## config.mk

```make
export PLATFORM = sky130hd
export DESIGN_NAME = imem_arbiter_flat
export DESIGN_NICKNAME = d
export VERILOG_FILES = /design/src/rtl/imem_arbiter_if.sv /design/src/rtl/imem_arbiter.sv /design/src/flat_wrapper.sv
export SDC_FILE = /design/constraint.sdc
export NUM_CORES = 1
export LEC_CHECK = 0
export ABC_CLOCK_PERIOD_IN_PS = 4700
export CELL_PAD_IN_SITES_DETAIL_PLACEMENT = 1
export CELL_PAD_IN_SITES_GLOBAL_PLACEMENT = 1
export CORE_MARGIN = 5
export CORE_UTILIZATION = 28
export CTS_CLUSTER_SIZE = 40
export DETAILED_ROUTE_END_ITERATION = 16
export PLACE_DENSITY_LB_ADDON = 0.05
export SYNTH_ARGS = -nofsm -noshare
export SYNTH_HDL_FRONTEND = slang
export SYNTH_SLANG_ARGS = --single-unit
```

## constraint.sdc

```tcl
create_clock -name clk -period 4.7 [get_ports clk]
set_input_delay 0.94 -clock clk [delete_from_list [all_inputs] [get_ports clk]]
set_output_delay 0.94 -clock clk [all_outputs]
set_load 0.02 [all_outputs]
```

## src/rtl/imem_arbiter_if.sv

```systemverilog
// Bundle of the fetch, debug, flush and ROM signals around the instruction-memory arbiter.
// The arbiter takes the slave view; the requesters and the ROM together take the master view.
interface imem_arbiter_if;
  logic        if_req;
  logic [31:0] if_addr;
  logic        if_gnt;
  logic        if_rvalid;
  logic [31:0] if_rdata;
  logic        if_rerr;

  logic        dbg_req;
  logic [31:0] dbg_addr;
  logic        dbg_lock;
  logic        dbg_gnt;
  logic        dbg_rvalid;
  logic [31:0] dbg_rdata;
  logic        dbg_rerr;

  logic        flush;

  logic        mem_ce;
  logic [31:0] mem_addr;
  logic [31:0] mem_inst;

  modport master (
    output if_req, if_addr, dbg_req, dbg_addr, dbg_lock, flush, mem_inst,
    input  if_gnt, if_rvalid, if_rdata, if_rerr,
    input  dbg_gnt, dbg_rvalid, dbg_rdata, dbg_rerr,
    input  mem_ce, mem_addr
  );

  modport slave (
    input  if_req, if_addr, dbg_req, dbg_addr, dbg_lock, flush, mem_inst,
    output if_gnt, if_rvalid, if_rdata, if_rerr,
    output dbg_gnt, dbg_rvalid, dbg_rdata, dbg_rerr,
    output mem_ce, mem_addr
  );
endinterface

```

## src/rtl/imem_arbiter.sv

```systemverilog
// Arbiter/sequencer for the asynchronous-read instruction ROM: IF vs debug selection,
// starvation guard, debug burst lock, flush masking and a registered one-cycle response.
module imem_arbiter #(
  parameter int unsigned DBG_MAX_WAIT = 4
) (
  input  logic          clk,
  input  logic          rst,
  imem_arbiter_if.slave bus
);
  localparam logic        CHIP_ENABLE  = 1'b1;
  localparam logic        CHIP_DISABLE = 1'b0;
  localparam logic [31:0] ZEROWORD     = 32'h0000_0000;
  localparam logic [3:0]  MAX_WAIT     = 4'(DBG_MAX_WAIT);

  typedef enum logic {
    IDLE     = 1'b0,
    DBG_LOCK = 1'b1
  } state_t;

  state_t      r_state;
  state_t      w_state_nxt;
  logic [3:0]  r_wait_cnt;

  logic        w_if_gnt;
  logic        w_dbg_gnt;
  logic        w_any_gnt;
  logic [31:0] w_sel_addr;
  logic        w_misaligned;
  logic [31:0] w_rsp_data;

  logic        r_if_rvalid;
  logic [31:0] r_if_rdata;
  logic        r_if_rerr;
  logic        r_dbg_rvalid;
  logic [31:0] r_dbg_rdata;
  logic        r_dbg_rerr;

  // NOTE: sequential state always uses non-blocking assignments so every register samples pre-edge values.
  always_ff @(posedge clk) begin
    if (rst) r_state <= IDLE;
    else     r_state <= w_state_nxt;
  end

  // NOTE: each combinational output gets a default first so no path can infer a latch.
  always_comb begin
    w_state_nxt = r_state;
    unique case (r_state)
      IDLE:     if (w_dbg_gnt && bus.dbg_lock) w_state_nxt = DBG_LOCK;
      DBG_LOCK: if (!bus.dbg_lock)             w_state_nxt = IDLE;
      default:                                 w_state_nxt = IDLE;
    endcase
  end

  // Grant decode: IF has priority in IDLE unless flushed or debug has waited its limit.
  always_comb begin
    w_if_gnt  = 1'b0;
    w_dbg_gnt = 1'b0;
    if (!rst) begin
      unique case (r_state)
        IDLE: begin
          w_if_gnt  = bus.if_req && !bus.flush &&
                      !(bus.dbg_req && (r_wait_cnt == MAX_WAIT));
          w_dbg_gnt = bus.dbg_req && !w_if_gnt;
        end
        DBG_LOCK: w_dbg_gnt = bus.dbg_req;
        default: begin
          w_if_gnt  = 1'b0;
          w_dbg_gnt = 1'b0;
        end
      endcase
    end
  end

  always_comb begin
    w_any_gnt    = w_if_gnt || w_dbg_gnt;
    w_sel_addr   = w_if_gnt ? bus.if_addr : (w_dbg_gnt ? bus.dbg_addr : ZEROWORD);
    w_misaligned = w_any_gnt && (w_sel_addr[1:0] != 2'b00);
    w_rsp_data   = w_misaligned ? ZEROWORD : bus.mem_inst;
  end

  assign bus.mem_addr = w_sel_addr;
  assign bus.mem_ce   = (w_any_gnt && !w_misaligned) ? CHIP_ENABLE : CHIP_DISABLE;
  assign bus.if_gnt   = w_if_gnt;
  assign bus.dbg_gnt  = w_dbg_gnt;

  always_ff @(posedge clk) begin
    if (rst || !bus.dbg_req || w_dbg_gnt) r_wait_cnt <= 4'd0;
    else if (r_wait_cnt != MAX_WAIT)      r_wait_cnt <= r_wait_cnt + 4'd1;
  end

  // NOTE: the response data registers are reset too, because their value is visible on the ports.
  always_ff @(posedge clk) begin
    if (rst) begin
      r_if_rvalid  <= 1'b0;
      r_if_rdata   <= ZEROWORD;
      r_if_rerr    <= 1'b0;
      r_dbg_rvalid <= 1'b0;
      r_dbg_rdata  <= ZEROWORD;
      r_dbg_rerr   <= 1'b0;
    end else begin
      r_if_rvalid  <= w_if_gnt;
      r_dbg_rvalid <= w_dbg_gnt;
      if (w_if_gnt) begin
        r_if_rdata <= w_rsp_data;
        r_if_rerr  <= w_misaligned;
      end
      if (w_dbg_gnt) begin
        r_dbg_rdata <= w_rsp_data;
        r_dbg_rerr  <= w_misaligned;
      end
    end
  end

  // A response in flight is dropped by a flush (IF only) or by reset in the current cycle.
  assign bus.if_rvalid  = r_if_rvalid && !bus.flush && !rst;
  assign bus.if_rdata   = rst ? ZEROWORD : r_if_rdata;
  assign bus.if_rerr    = r_if_rerr && !rst;
  assign bus.dbg_rvalid = r_dbg_rvalid && !rst;
  assign bus.dbg_rdata  = rst ? ZEROWORD : r_dbg_rdata;
  assign bus.dbg_rerr   = r_dbg_rerr && !rst;

endmodule
```

## src/flat_wrapper.sv

```systemverilog
// flat-port wrapper written by rule: the top's interface ports become plain ports
module imem_arbiter_flat 
#(
  parameter int unsigned DBG_MAX_WAIT = 4
)
  (clk, rst, bus_if_req, bus_if_addr, bus_dbg_req, bus_dbg_addr, bus_dbg_lock, bus_flush, bus_mem_inst, bus_if_gnt, bus_if_rvalid, bus_if_rdata, bus_if_rerr, bus_dbg_gnt, bus_dbg_rvalid, bus_dbg_rdata, bus_dbg_rerr, bus_mem_ce, bus_mem_addr);
  imem_arbiter_if bus_i ();
  input  logic clk;
  input  logic rst;
  input wire logic [$bits(bus_i.if_req)-1:0] bus_if_req;
  input wire logic [$bits(bus_i.if_addr)-1:0] bus_if_addr;
  input wire logic [$bits(bus_i.dbg_req)-1:0] bus_dbg_req;
  input wire logic [$bits(bus_i.dbg_addr)-1:0] bus_dbg_addr;
  input wire logic [$bits(bus_i.dbg_lock)-1:0] bus_dbg_lock;
  input wire logic [$bits(bus_i.flush)-1:0] bus_flush;
  input wire logic [$bits(bus_i.mem_inst)-1:0] bus_mem_inst;
  output wire logic [$bits(bus_i.if_gnt)-1:0] bus_if_gnt;
  output wire logic [$bits(bus_i.if_rvalid)-1:0] bus_if_rvalid;
  output wire logic [$bits(bus_i.if_rdata)-1:0] bus_if_rdata;
  output wire logic [$bits(bus_i.if_rerr)-1:0] bus_if_rerr;
  output wire logic [$bits(bus_i.dbg_gnt)-1:0] bus_dbg_gnt;
  output wire logic [$bits(bus_i.dbg_rvalid)-1:0] bus_dbg_rvalid;
  output wire logic [$bits(bus_i.dbg_rdata)-1:0] bus_dbg_rdata;
  output wire logic [$bits(bus_i.dbg_rerr)-1:0] bus_dbg_rerr;
  output wire logic [$bits(bus_i.mem_ce)-1:0] bus_mem_ce;
  output wire logic [$bits(bus_i.mem_addr)-1:0] bus_mem_addr;
  assign bus_i.if_req = bus_if_req;
  assign bus_i.if_addr = bus_if_addr;
  assign bus_i.dbg_req = bus_dbg_req;
  assign bus_i.dbg_addr = bus_dbg_addr;
  assign bus_i.dbg_lock = bus_dbg_lock;
  assign bus_i.flush = bus_flush;
  assign bus_i.mem_inst = bus_mem_inst;
  assign bus_if_gnt = bus_i.if_gnt;
  assign bus_if_rvalid = bus_i.if_rvalid;
  assign bus_if_rdata = bus_i.if_rdata;
  assign bus_if_rerr = bus_i.if_rerr;
  assign bus_dbg_gnt = bus_i.dbg_gnt;
  assign bus_dbg_rvalid = bus_i.dbg_rvalid;
  assign bus_dbg_rdata = bus_i.dbg_rdata;
  assign bus_dbg_rerr = bus_i.dbg_rerr;
  assign bus_mem_ce = bus_i.mem_ce;
  assign bus_mem_addr = bus_i.mem_addr;
  imem_arbiter #(.DBG_MAX_WAIT(DBG_MAX_WAIT)) u_core (.clk(clk), .rst(rst), .bus(bus_i));
endmodule
```

==> impl_summary.txt, run 1 <==
----------------------------------------------------
[Synth]
  Share of synthesized cell area in full adder, half adder and majority cells ... 0.684%
  Share of synthesized registers carrying an async set or reset ... 0%
  Synth Area in Compound Gates ... 13.3%
  Post-synthesis cell type count ... 34
  Fraction of the yosys area taken by sequential cells ... 39.9%
  Post-synthesis share of cell area spent on and, or, nand and nor gates ... 39.0%
  Post-synthesis net count ... 582
  Share of cell area taken by muxes after synthesis ... 0.274%
  FF+latch count, synth ... 73
  Number of flops mapped to enable cells by yosys ... 0
  XOR/XNOR Fraction of Synth Area ... 0.239%
  Warnings from Yosys ... 0
  Combinational family with the most area after synthesis ... simple AND/OR/NAND/NOR gates
  Post-Syn Area ... 3660 sq um
  Post-synthesis cell count ... 478
  Avg Inst Size Synth ... 7.65 sq um
  Post-synth top area cell ... sky130_fd_sc_hd__dfxtp_1
  Biggest area contributors in the synthesized netlist ... sky130_fd_sc_hd__dfxtp_1, sky130_fd_sc_hd__nor2b_1, sky130_fd_sc_hd__nand2_1
  Synth top area share ... 39.9%
  Leading register cell type out of synthesis ... sky130_fd_sc_hd__dfxtp_1

[Timing]
  Setup repair after global routing missed its margin ... false
  Hold violation count in the final report ... 0
  Aggregate negative setup slack ... 0 ps
  Final Setup Violations ... 0
  Relative slew margins ... 35.4%
  Transition time at the pin with the least slew margin ... 969 ps
  Number of pins exceeding their max-slew limit in the final report ... 0
  Post-layout min period ... 4200 ps
  Fmax ... 238 MHz
  Crit share post-route ... 89.4%
  Worst Setup Slack, final ... 499 ps
  Max Clock Skew ... 12.4 ps

[Detailed routing]
  Total routed wirelength ... 14.5 mm
  Wire length the detailed router placed on met1 ... 5.85 mm
  Met3 wire len ... 1.28 mm
  First DRT Iteration DRCs ... 179
  Wire length per cell after detailed routing ... 17.4 microns
  Residual DRC count ... 0
  Residual antenna-violating net count after detailed routing ... 0
  Top Layer Used ... met4
  Via density per instance ... 4.79
  Vias after detailed routing ... 4008
  Number of iterations in the first detailed-routing pass ... 4
  Routed wl met2 ... 7.09 mm

[Finish]
  Layout-stage area growth over the synthesis result ... 67.3%
  Layout cells sized above 1 ... 8.12%
  Antenna cell count ... 0
  Count of non-filler cells in the finished layout ... 837
  Core occupancy in the finished layout ... 48.1%
  Layout net count ... 764

[Die]
  Initial Util ... 28.8%
  Top-level port count ... 205
  Vertical die dimension ... 124 microns
  Floorplan die area ... 15500 sq um
  Placement row count ... 41
  Die Span X ... 124 microns
  Floorplan core area ... 12700 sq um

[Placement]
  Placed wire-length estimate ... 10.2 mm
  Total placed cells including tap cells ... 821
  Routability-driven placement congestion ratio ... 0.770
  Number of I/O port buffers ... 204
  Worst setup slack before clock tree synthesis ... 453 ps

[Setup path]
  Standard cell with the maximum stage delay on the critical path ... sky130_fd_sc_hd__clkdlybuf4s50_1
  Startpoint class of the critical path ... primary input
  Worst Path Max Fanout ... 47
  Worst setup EP type ... output port
  Cells traversed along the worst timing path ... clkdlybuf4s50_1 > nor3b_4 > and2_4 > a22oi_1 > nor2_1 > clkdlybuf4s50_1
  Longest individual stage delay on the worst path ... 630 ps
  Slack of the worst reg-to-reg path ... 2520 ps
  CP required ... 3760 ps
  Cell seen most often among critical-path stages ... sky130_fd_sc_hd__clkdlybuf4s50_1
  Category of the most critical setup path ... primary input to output port
  Arrival time worst endpoint ... 3260 ps

[Clock tree]
  Maximum clock path buffer count ... 2
  Clk_lat worst skew ... 340 ps
  Clock tree from TritonCTS ... done
  Buffer type at the clock tree root ... sky130_fd_sc_hd__clkbuf_16
  Number of buffers inserted during clock tree synthesis ... 9
  Cts-stage hold buffer count ... 0
  Sinks on the clock net ... 73
  Number of gates resized after cts ... 0
  Depth of the CTS H-tree ... 3
  Clock-pin slew reported for the worst setup and hold paths after clock tree synthesis ... 60 ps
  Total setup buffers inserted after CTS ... 0

[Global route]
  Number of global-route vias before repair ... 4418
  GR Overflow Total ... 0
  Antenna violations before repair ... 0
  Wire length of the first global-routing pass ... 23.1 mm
  Tot GR Track Use ... 18.4%
  Pin count of the biggest net entering global routing ... 90

[Pwr]
  Internal portion of total power ... 1.35 mW
  Power share of the clock group ... 43.5%
  Leakage power ... 2.31 nW
  Sequential share of power ... 36.3%
  Largest vdd supply drop ... 0.000120 V
  Total chip power ... 1.82 mW
  Sw power ... 466 uW
  Combinational power share ... 20.2%
  Net Sw Frac ... 25.7%
  Pwr per Cell Area ... 297 nW/um^2

[Job]
  Count of maximum capacitance violations ... 0

[Run status]
  Status ... completed

[Hold path]
  Class of the worst hold path ... flip-flop to flip-flop

----------------------------------------------------
[metal layers]
metal	global-route usage, %	vias to the layer above
li1	-	1956
met1	20.3	1889
met2	31.3	142
met3	8.28	21
met4	6.25	0
met5	0	-
[worst max-delay path: cells and delay by family]
| family | cells | cell delay [ps] |
|---|---|---|
| simple gates | 3 | 1010 |
| compound gates | 1 | 190 |
| buf+inv | 2 | 1110 |
[worst paths after layout]
| check | from | endpoint | depth (start not counted) |
|---|---|---|---|
| max | bus_flush | bus_mem_addr[16] | 6 |
| min | u_core.r_if_rdata[14] | u_core.r_if_rdata[14] | 2 |
| max reg2reg | u_core.r_wait_cnt[0] | u_core.r_if_rdata[18] | 7 |
| min reg2reg | u_core.r_if_rdata[14] | u_core.r_if_rdata[14] | 2 |
[through the flow]
step	cell area, sq um	hold slack [ps]
2_1_floorplan	3660	427
3_3_place_gp	5780	434
3_5_place_dp	5780	442
4_1_cts	6120	450
5_1_grt	6120	468
6_report	6120	445
[placed cells by master (no fill, tap or decap), types with 2 or more instances in the layout]
cell type                         instances
sky130_fd_sc_hd__nand3_2                 10
sky130_fd_sc_hd__buf_4                    9
sky130_fd_sc_hd__inv_1                    3
sky130_fd_sc_hd__dfxtp_1                 73
sky130_fd_sc_hd__nand3_1                 56
sky130_fd_sc_hd__clkbuf_16                9
sky130_fd_sc_hd__a21oi_2                 10
sky130_fd_sc_hd__ha_1                     2
sky130_fd_sc_hd__bufinv_16                3
sky130_fd_sc_hd__nor2b_1                 68
sky130_fd_sc_hd__a21oi_1                 24
sky130_fd_sc_hd__a22oi_1                 32
sky130_fd_sc_hd__clkinv_2                 2
sky130_fd_sc_hd__nor3b_1                  2
sky130_fd_sc_hd__nor3_1                   4
sky130_fd_sc_hd__nand2_1                100
sky130_fd_sc_hd__clkdlybuf4s50_1        203
sky130_fd_sc_hd__nor2_1                  36
[power groups by stage]
stage | combinational [mW] | sequential [mW] | clock (mW)
after CTS | 0.374 | 0.658 | 0.810
after detailed placement | 0.371 | 0.672 | 0
after floorplan | 0.179 | 0.669 | 0
final | 0.367 | 0.658 | 0.790
after global placement | 0.365 | 0.671 | 0
after global routing | 0.396 | 0.662 | 0.840
[cells in the mapped netlist (6+ instances only)]
master and n:
sky130_fd_sc_hd__nand2_1 100, sky130_fd_sc_hd__dfxtp_1 73, sky130_fd_sc_hd__nor2b_1 68, sky130_fd_sc_hd__nand3_1 56
sky130_fd_sc_hd__nor2_1 36, sky130_fd_sc_hd__a22oi_1 32, sky130_fd_sc_hd__a21oi_1 24, sky130_fd_sc_hd__clkbuf_1 19
sky130_fd_sc_hd__buf_2 12, sky130_fd_sc_hd__a21oi_2 10, sky130_fd_sc_hd__nand3_2 10, sky130_fd_sc_hd__buf_4 6
[cell type report]
type / instances / area, sq um
repair buffers: 212 / 2100
multi-input cells: 360 / 1980
well taps: 172 / 215
clock buffers: 9 / 225
fillers: 1541 / 6600
clock inverters: 7 / 118
flip-flops and latches: 73 / 1460
inverters: 4 / 17.5
[sequential cells by signal, summed over array words and instances (netlist names)]
name and flops:
u_core.r_state 1, u_core.r_if_rvalid 1, u_core.r_dbg_rerr 1, u_core.r_wait_cnt 4, u_core.r_if_rerr 1, u_core.r_dbg_rvalid 1, u_core.r_dbg_rdata 32, u_core.r_if_rdata 32
[cells by family after synthesis]
logic type | count (synthesis)
AND/OR/NAND/NOR | 284
flip-flops | 73
adder cells (fa/ha/maj) | 2
XOR/XNOR | 1
multiplexers | 1
buffers and inverters | 45
AO/OA/AOI/OAI | 72
Note: power is estimated with default switching activity, not from simulation.
==> run 2, diff against run 1 <==
--- a/config.mk
+++ b/config.mk
@@ -5,6 +5,7 @@
 export SDC_FILE = /design/constraint.sdc
 export NUM_CORES = 1
 export LEC_CHECK = 0
+export ABC_AREA = 1
 export ABC_CLOCK_PERIOD_IN_PS = 4700
 export CELL_PAD_IN_SITES_DETAIL_PLACEMENT = 1
 export CELL_PAD_IN_SITES_GLOBAL_PLACEMENT = 1
==> run 2 against run 1 <==
First-iteration DRC count grew 1.7%. Worst hold slack worse by 1.9 ps. Sequential cell count stayed put. Clock-buffer cell count increased by 6. Synthesized area up 0.58%. Critical path depth up 2. Global-route usage is 0.054 points lower. Critical path type unchanged. Critical endpoint is now bus_mem_addr[23]. Highest routed layer unchanged.
==> impl_summary.txt, run 2 <==
----------------------------------------------------
[Run status]
  Status ... completed

[Finish]
  Layout cells sized above 1 ... 9.42%
  Most frequent standard cell in the layout excluding fill and tap cells ... sky130_fd_sc_hd__clkdlybuf4s50_1
  Regs by FF count ... u_core.r_dbg_rdata (32), u_core.r_if_rdata (32), u_core.r_wait_cnt (4)
  Layout net count ... 810
  Layout-stage area growth over the synthesis result ... 66.0%
  Cell area after layout ... 6110 sq um
  Commonest cells after routing, fill and taps aside ... sky130_fd_sc_hd__clkdlybuf4s50_1, sky130_fd_sc_hd__nand2_1, sky130_fd_sc_hd__inv_1

[Clock tree]
  Depth of the CTS H-tree ... 3
  Total setup buffers inserted after CTS ... 0
  Clock-pin slew reported for the worst setup and hold paths after clock tree synthesis ... 50 ps
  Clock tree from TritonCTS ... done
  Clk_lat worst skew ... 330 ps
  Maximum clock path buffer count ... 2
  Buffer type at the clock tree root ... sky130_fd_sc_hd__clkbuf_16
  Number of buffers inserted during clock tree synthesis ... 9
  Number of gates resized after cts ... 0
  Cts-stage hold buffer count ... 0
  Sinks on the clock net ... 73

[Timing]
  Worst Setup Slack, final ... 493 ps
  Setup repair after global routing missed its margin ... false
  Number of pins exceeding their max-slew limit in the final report ... 0
  Fin Hold WS ... 443 ps
  Relative slew margins ... 41.9%
  Max Clock Skew ... 5.25 ps
  Hold violation count in the final report ... 0
  Fmax ... 238 MHz
  Crit share post-route ... 89.5%
  Transition time at the pin with the least slew margin ... 872 ps
  Aggregate negative setup slack ... 0 ps
  Final Setup Violations ... 0
  Post-layout min period ... 4210 ps

[Pwr]
  Pwr per Cell Area ... 281 nW/um^2
  Combinational power share ... 22.6%
  Net Sw Frac ... 26.9%
  Largest vdd supply drop ... 0.000157 V
  Power share of the clock group ... 38.8%
  Sw power ... 463 uW
  Sequential share of power ... 38.6%
  Internal portion of total power ... 1.26 mW
  Leakage power ... 2.57 nW
  Total chip power ... 1.72 mW

[Setup path]
  CP required ... 3760 ps
  Worst setup EP type ... output port
  Cells traversed along the worst timing path ... clkdlybuf4s50_1 > nand4_1 > nand2_2 > nand2_1 > inv_2 > buf_12 > a22o_1 > clkdlybuf4s50_1
  Number of cell instances on the worst register-to-register path ... 10
  Longest individual stage delay on the worst path ... 610 ps
  Startpoint class of the critical path ... primary input
  Standard cell with the maximum stage delay on the critical path ... sky130_fd_sc_hd__clkdlybuf4s50_1
  Worst Path Max Fanout ... 20
  Number of gates on the worst path with buffers counted ... 8
  Category of the most critical setup path ... primary input to output port
  Cell seen most often among critical-path stages ... sky130_fd_sc_hd__clkdlybuf4s50_1
  Number of buffer and inverter instances along the worst setup path ... 4
  Dominant delay contributor by cell family on the critical path ... buffers and inverters
  Arrival time worst endpoint ... 3270 ps

[Detailed routing]
  Residual DRC count ... 0
  Number of iterations in the first detailed-routing pass ... 4
  Total routed wirelength ... 14.5 mm
  Vias after detailed routing ... 3999
  First DRT Iteration DRCs ... 182
  Residual antenna-violating net count after detailed routing ... 0
  Via density per instance ... 4.52
  Wire length per cell after detailed routing ... 16.4 microns

[Die]
  Die Span X ... 125 microns
  Top-level port count ... 205
  Placement row count ... 41
  Floorplan core area ... 12800 sq um
  Vertical die dimension ... 125 microns
  Floorplan die area ... 15500 sq um
  Initial Util ... 28.8%

[Synth]
  Warnings from Yosys ... 0
  Share of cell area taken by muxes after synthesis ... 0%
  XOR/XNOR Fraction of Synth Area ... 0.238%
  Post-Syn Area ... 3680 sq um
  FF+latch count, synth ... 73
  Number of flops mapped to enable cells by yosys ... 0
  Share of synthesized registers carrying an async set or reset ... 0%
  Post-synthesis share of cell area spent on and, or, nand and nor gates ... 36.8%
  Synth top area share ... 39.7%
  Share of synthesized cell area in full adder, half adder and majority cells ... 0.680%
  Count leader, synth ... sky130_fd_sc_hd__nand2_1
  Post-synthesis net count ... 620
  Avg Inst Size Synth ... 7.13 sq um
  Synth Area in Compound Gates ... 8.50%
  Post-synth top area cell ... sky130_fd_sc_hd__dfxtp_1
  Combinational family with the most area after synthesis ... simple AND/OR/NAND/NOR gates
  Fraction of the yosys area taken by sequential cells ... 39.7%
  Leading cell types by count after synthesis ... sky130_fd_sc_hd__nand2_1, sky130_fd_sc_hd__inv_1, sky130_fd_sc_hd__dfxtp_1
  Post-synthesis cell type count ... 26
  Post-synthesis cell count ... 516
  Biggest area contributors in the synthesized netlist ... sky130_fd_sc_hd__dfxtp_1, sky130_fd_sc_hd__nand2_1, sky130_fd_sc_hd__nand3_2
  Leading register cell type out of synthesis ... sky130_fd_sc_hd__dfxtp_1

[Global route]
  Number of global-route vias before repair ... 4354
  Pin count of the biggest net entering global routing ... 67
  Antenna violations before repair ... 1
  GR Overflow Total ... 0
  Wire length of the first global-routing pass ... 22.7 mm
  Tot GR Track Use ... 18.3%

[Placement]
  Worst setup slack before clock tree synthesis ... 475 ps
  Routability-driven placement congestion ratio ... 0.855
  Placed wire-length estimate ... 10.9 mm
  Area post-placement ... 5810 sq um
  Number of I/O port buffers ... 204

[Hold path]
  Worst Hold Depth ... 2
  Class of the worst hold path ... flip-flop to flip-flop

[Job]
  Count of maximum capacitance violations ... 0

----------------------------------------------------
-- run 2: final timing paths --
path                         from                    end  slack, ps
max                   bus_dbg_req       bus_mem_addr[23]        490
max reg2reg  u_core.r_wait_cnt[0]  u_core.r_if_rdata[29]       2150
min reg2reg        u_core.r_state         u_core.r_state        440
min                u_core.r_state         u_core.r_state        440
-- run 2: cells by family after synthesis --
logic type	after synthesis
AOI/OAI and AO/OA	39
xor gates and xnor gates	1
adders and majority gates	2
buffers and inverters	114
DFF	73
and+or+nand+nor	287
-- run 2: power by group through the flow --
stage | sequential, mW | combinational, mW | clock (mW)
4_1_cts | 0.665 | 0.395 | 0.682
3_5_place_dp | 0.678 | 0.392 | 0
6_report | 0.664 | 0.388 | 0.667
3_3_place_gp | 0.676 | 0.388 | 0
5_1_grt | 0.667 | 0.420 | 0.713
2_1_floorplan | 0.675 | 0.192 | 0
-- run 2: cell type report --
type | count | area, sq um
fill | 1563 | 6670
timing repair buffer | 215 | 2130
multi-input combinational | 329 | 1710
sequential | 73 | 1460
inverter | 78 | 293
clock buffer | 15 | 288
tap | 172 | 215
clock inverter | 1 | 7.51
antenna | 1 | 2.50
-- run 2: stage by stage --
step           util, %  instances
2_1_floorplan        -        516
3_3_place_gp      45.5        867
3_5_place_dp      45.5        867
4_1_cts           47.8        883
5_1_grt           47.8        884
6_report          47.8        884
-- run 2: routing by layer --
metal	track usage [%]	vias up	wire, microns
met5	0	-	0
met4	5.09	0	156
met3	8.32	9	1380
met2	35.1	142	7800
met1	17.4	1869	5170
li1	-	1979	-
-- run 2: worst register-to-register path, stage by stage, from the launching register on --
cell	delay, ps
sky130_fd_sc_hd__dfxtp_1	380
sky130_fd_sc_hd__inv_1	80
sky130_fd_sc_hd__ha_1	240
sky130_fd_sc_hd__nand4_1	160
sky130_fd_sc_hd__nand2_2	210
sky130_fd_sc_hd__nand3_1	130
sky130_fd_sc_hd__nand2_1	110
sky130_fd_sc_hd__nor2_4	170
sky130_fd_sc_hd__buf_4	680
sky130_fd_sc_hd__nand3_1	240
sky130_fd_sc_hd__nand2_1	100
